### src/rtl/multicycle_control.sv
// Main control FSM for the multi-cycle MIPS datapath: sequences fetch/decode/execute/
// memory/write-back and stalls on the mem_ready handshake with a saturating wait counter.
module multicycle_control #(
    parameter int MEM_WAIT_MAX = 255
) (
    input  logic       clk,
    input  logic       rst_n,
    input  logic [5:0] Op,
    input  logic       mem_ready,
    output logic       PCWrite,
    output logic       PCWriteCond,
    output logic       IorD,
    output logic       MemRead,
    output logic       MemWrite,
    output logic       MemtoReg,
    output logic       IRWrite,
    output logic       RegWrite,
    output logic       RegDst,
    output logic       ALUSrcA,
    output logic [1:0] ALUOp,
    output logic [1:0] ALUSrcB,
    output logic [1:0] PCSource,
    output logic       illegal_op,
    output logic       mem_timeout,
    output logic [3:0] state
);

    typedef enum logic [3:0] {
        S_FETCH  = 4'd0,
        S_DECODE = 4'd1,
        S_MEMADR = 4'd2,
        S_MEMRD  = 4'd3,
        S_MEMWB  = 4'd4,
        S_MEMWR  = 4'd5,
        S_EXEC   = 4'd6,
        S_RCOMP  = 4'd7,
        S_BEQ    = 4'd8,
        S_JUMP   = 4'd9
    } state_t;

    localparam logic [5:0] OP_RTYPE = 6'b000000;
    localparam logic [5:0] OP_LW    = 6'b100011;
    localparam logic [5:0] OP_SW    = 6'b101011;
    localparam logic [5:0] OP_BEQ   = 6'b000100;
    localparam logic [5:0] OP_J     = 6'b000010;

    localparam logic [7:0] WAIT_MAX    = 8'(MEM_WAIT_MAX);
    localparam logic [7:0] WAIT_MAX_M1 = 8'(MEM_WAIT_MAX - 1);

    state_t     state_reg, state_next;
    logic [5:0] op_reg, op_next;
    logic [7:0] wait_cnt_reg, wait_cnt_next;
    logic       timeout_reg, timeout_next;
    logic       waiting;

    always_ff @(posedge clk or negedge rst_n) begin
        if (!rst_n) begin
            state_reg    <= S_FETCH;
            op_reg       <= '0;
            wait_cnt_reg <= '0;
            timeout_reg  <= 1'b0;
        end else begin
            state_reg    <= state_next;
            op_reg       <= op_next;
            wait_cnt_reg <= wait_cnt_next;
            timeout_reg  <= timeout_next;
        end
    end

    always_comb begin
        state_next = S_FETCH;
        op_next    = op_reg;
        case (state_reg)
            S_FETCH:  state_next = mem_ready ? S_DECODE : S_FETCH;
            S_DECODE: begin
                op_next = Op;
                case (Op)
                    OP_LW, OP_SW: state_next = S_MEMADR;
                    OP_RTYPE:     state_next = S_EXEC;
                    OP_BEQ:       state_next = S_BEQ;
                    OP_J:         state_next = S_JUMP;
                    default:      state_next = S_FETCH;
                endcase
            end
            // Latched opcode only: Op may already belong to something else here.
            S_MEMADR: begin
                if (op_reg == OP_LW)      state_next = S_MEMRD;
                else if (op_reg == OP_SW) state_next = S_MEMWR;
                else                      state_next = S_FETCH;
            end
            S_MEMRD:  state_next = mem_ready ? S_MEMWB : S_MEMRD;
            S_MEMWB:  state_next = S_FETCH;
            S_MEMWR:  state_next = mem_ready ? S_FETCH : S_MEMWR;
            S_EXEC:   state_next = S_RCOMP;
            S_RCOMP:  state_next = S_FETCH;
            S_BEQ:    state_next = S_FETCH;
            S_JUMP:   state_next = S_FETCH;
            default:  state_next = S_FETCH;
        endcase
    end

    assign waiting = (state_reg == S_FETCH) || (state_reg == S_MEMRD) || (state_reg == S_MEMWR);

    // Any state change clears the count, so each wait state starts fresh on entry.
    always_comb begin
        wait_cnt_next = wait_cnt_reg;
        timeout_next  = 1'b0;
        if (!waiting || (state_next != state_reg)) begin
            wait_cnt_next = '0;
        end else if (!mem_ready && (wait_cnt_reg != WAIT_MAX)) begin
            wait_cnt_next = wait_cnt_reg + 8'd1;
            timeout_next  = (wait_cnt_reg == WAIT_MAX_M1);
        end
    end

    // Outputs are masked by rst_n so a reset mid-instruction drops writes immediately.
    always_comb begin
        PCWrite     = 1'b0;
        PCWriteCond = 1'b0;
        IorD        = 1'b0;
        MemRead     = 1'b0;
        MemWrite    = 1'b0;
        MemtoReg    = 1'b0;
        IRWrite     = 1'b0;
        RegWrite    = 1'b0;
        RegDst      = 1'b0;
        ALUSrcA     = 1'b0;
        ALUOp       = 2'b00;
        ALUSrcB     = 2'b00;
        PCSource    = 2'b00;
        illegal_op  = 1'b0;
        mem_timeout = 1'b0;
        if (rst_n) begin
            mem_timeout = timeout_reg;
            case (state_reg)
                S_FETCH: begin
                    MemRead = 1'b1;
                    ALUSrcB = 2'b01;
                    IRWrite = mem_ready;
                    PCWrite = mem_ready;
                end
                S_DECODE: begin
                    ALUSrcB    = 2'b11;
                    illegal_op = !((Op == OP_RTYPE) || (Op == OP_LW) || (Op == OP_SW) ||
                                   (Op == OP_BEQ) || (Op == OP_J));
                end
                S_MEMADR: begin
                    ALUSrcA = 1'b1;
                    ALUSrcB = 2'b10;
                end
                S_MEMRD: begin
                    MemRead = 1'b1;
                    IorD    = 1'b1;
                end
                S_MEMWB: begin
                    RegWrite = 1'b1;
                    MemtoReg = 1'b1;
                end
                S_MEMWR: begin
                    MemWrite = 1'b1;
                    IorD     = 1'b1;
                end
                S_EXEC: begin
                    ALUSrcA = 1'b1;
                    ALUOp   = 2'b10;
                end
                S_RCOMP: begin
                    RegWrite = 1'b1;
                    RegDst   = 1'b1;
                end
                S_BEQ: begin
                    ALUSrcA     = 1'b1;
                    ALUOp       = 2'b01;
                    PCWriteCond = 1'b1;
                    PCSource    = 2'b01;
                end
                S_JUMP: begin
                    PCWrite  = 1'b1;
                    PCSource = 2'b10;
                end
                default: ;
            endcase
        end
    end

    assign state = state_reg;

endmodule

### config.mk
export PLATFORM = sky130hd
export DESIGN_NAME = multicycle_control
export DESIGN_NICKNAME = d
export VERILOG_FILES = /design/src/rtl/multicycle_control.sv
export SDC_FILE = /design/constraint.sdc
export NUM_CORES = 1
export LEC_CHECK = 0
export CAP_MARGIN = 20
export CELL_PAD_IN_SITES_DETAIL_PLACEMENT = 1
export CELL_PAD_IN_SITES_GLOBAL_PLACEMENT = 2
export CORE_ASPECT_RATIO = 0.6
export CORE_UTILIZATION = 28
export DETAILED_ROUTE_END_ITERATION = 10
export PLACE_DENSITY_LB_ADDON = 0.1
export SETUP_SLACK_MARGIN = 0.3
export SLEW_MARGIN = 20
export SYNTH_ARGS = -nofsm -noshare
export SYNTH_HDL_FRONTEND = slang
export SYNTH_SLANG_ARGS = --single-unit
export TNS_END_PERCENT = 100
### constraint.sdc
create_clock -name clk -period 2.1 [get_ports clk]
set_input_delay 0.315 -clock clk [delete_from_list [all_inputs] [get_ports clk]]
set_output_delay 0.315 -clock clk [all_outputs]
set_load 0.01 [all_outputs]
==> impl_metrics.yaml <==
sta:
  setup_ws_ns: 0.0996
  rsz0062_at_grt: "true"
  setup_violations: 0
  timing.final.crit_share_pct: 95.3
  tightest_slew_ns: 0.457
  hold_violations: 0
  slew_headroom_pct: 69.5
  period_minus_slack_ns: 2.00
  fmax_mhz: 500
  clock-skew-final_ns: 0.00165
  final_max_slew_viol_count: 0
setup_path:
  rr_endpoint: "timeout_reg$_DFF_PN0_"
  cp_slowest_cell: "clkdlybuf4s50_1"
  cp.arrival_ns: 1.69
  path_buf_inv: 2
  critPathCaptureType: "output port"
  crit_cells: 5
  timing.rr.start: "state[1]$_DFF_PN0_"
  critical_path.top_delay_family: "buffers and inverters"
  required_ns: 1.78
  cp_slowest_stage_delay_ns: 0.46
  cp_max_fo: 3
  reg2reg_depth: 6
  crit_start: "Op[5]"
  critPathLaunchType: "input pin"
  worstPathCellList: "clkdlybuf4s50_1, or3_4, o21ai_2, a2111oi_2, clkdlybuf4s15_2"
  critPathKind: "input pin to output port"
  reg2reg_slack_ns: 0.31
pwr:
  ir_worst_vdd_v: 0.000387
  leakage_nw: 0.835
  p_per_area_nw_per_um2: 494
cts:
  clk_pin_slew_ns: 0.07
  cts_tree: "built"
  cts_root_buf: "clkbuf_8"
  cts.htree.levels: 1
  cts_inserted_buffers: 3
  insertion_delay_ns: 0.26
  cts_buffer_depth: 2
  clock_sinks: 19
finish:
  antenna_cells: 0
  final_nets: 196
  multi_input_area_um2: 766
  nFillCells: 487
  drive_gt1_share_pct: 41.3
  largest_register_ffs: 8
  seq_area_um2: 475
  area_growth_pct: 52.1
  final_util_pct: 44.5
min_path:
  hold_class: "input pin to asynchronous set/reset pin"
floorplan:
  io_pins: 31
  die_w_um: 86.7
  start_util_pct: 29.3
  die_y_um: 52.8
  core_um2: 4120
  die_area_um2: 4580
  num_rows: 18
synth:
  synth_cells: 131
  synth.area.top_cells: "dfrtp_1 39%, nor2_1 6.2%, mux2_2 5.6%"
  syn_area_per_cell_um2: 9.21
  synthArstFlopShare_pct: 100
  yosysTopAreaCellShare_pct: 39.4
  ys_seq_area_share_pct: 39.4
  synth_enable_flop_cells: 0
  yosysTopAreaCell: "dfrtp_1"
  yosysWarnings: 0
  synth_area_um2: 1210
  ys_ff_latch: 19
  synth_flop_cell: "dfrtp_1"
  post_synth_num_cell_types: 40
  syn_nets: 142
routing:
  drt_iter0_drc: 86
  via_per_inst: 4.91
  num_vias: 1199
  drc: 0
  drt-total-wl_um: 3860
  routedWlPerCell_um: 15.8
  drtPass1Iterations: 4
  ant_nets: 0
job:
  cap_violations: 0
placed_design:
  place_congestion: 0.758
  dp_slack_ns: -0.377
  port_buffers: 30
  dp_hpwl_um: 3040
global_route:
  grt_pass1_wl_um: 6310
  grt.overflow.total: 0
  grtUsageTotal_pct: 18.6
  antenna_found_initial: 0
  grt_pass1_vias: 1182
  grt_max_degree: 15
run_status:
  status: "finished clean"
-- worst max-delay path by stage --
stage,endpoint,slack [ns]
after floorplan,illegal_op,0.33
after global placement,PCWrite,-0.29
after detailed placement,illegal_op,-0.38
after CTS,illegal_op,0.04
after global routing,illegal_op,0.03
final,illegal_op,0.1
-- placed cells by master (no fill, tap or decap), types with 4 or more instances in the layout --
cell type	count
nand3_1	5
buf_6	7
clkbuf_2	7
nor2_1	16
nor3_2	4
nor2_2	4
mux2_2	6
a21oi_1	6
inv_1	4
xnor2_1	4
buf_2	6
dfrtp_1	19
buf_4	19
clkdlybuf4s50_1	10
-- Yosys cell counts, types with 4 or more instances --
| cell type | instances |
|---|---|
| mux2_2 | 6 |
| nor2b_1 | 4 |
| nand3_1 | 6 |
| inv_1 | 4 |
| nor3_1 | 4 |
| a21oi_1 | 7 |
| nor2_1 | 20 |
| dfrtp_1 | 19 |
| xnor2_1 | 4 |
| nand2_1 | 5 |
-- cell type report --
type                       count  share of cell area, %
inverter                       4                  0.819
sequential                    19                   25.9
clock buffer                   3                   2.25
tap                           60                   4.09
multi-input combinational    102                   41.7
timing repair buffer          55                   24.9
clock inverter                 1                  0.273
-- cell families after synthesis --
group / Yosys count / share of synthesized area, %
buffers and inverters: 10 / 4.15
xor gates and xnor gates: 7 / 5.08
muxes: 7 / 6.43
DFF: 19 / 39.4
and+or+nand+nor: 65 / 30.1
adders and majority gates: 2 / 2.07
AOI/OAI and AO/OA: 21 / 12.8
-- per-layer routing --
layer  track usage [%]  up-vias  part of all wire, %
met5                 0        -                    0
met4              2.50        0                 0.26
met3              4.25        2                  3.0
met2              27.2       22                   42
met1              28.1      598                   54
li1                  -      577                    -
-- power by group --
group	leakage, nW	switching, mW	internal, mW	total [mW]
registers	0.249	0.0201	0.397	0.417
logic	0.560	0.111	0.119	0.230
clock network	0.0255	0.128	0.132	0.260
-- through the flow --
stage	instance area [µm²]	power, mW	hold WS, ns	std cells	setup TNS [ns]
floorplan	1210	0.525	0.0194	131	0
global placement	1710	0.632	0.485	236	-2.46
CTS	1820	0.909	0.143	242	0
finish	1830	0.907	0.139	244	0
detailed placement	1710	0.641	0.496	236	-3.18
global route	1830	0.954	0.144	244	0
-- repair_timing --
action                                  in CTS  in global routing
pin swaps                                    0                  4
endpoints found under the setup margin      18                 19
gates resized for setup                     55                 37
hold buffers                                 0                  0
setup buffers                                2                  2
Power figures use the tool's default switching activity.
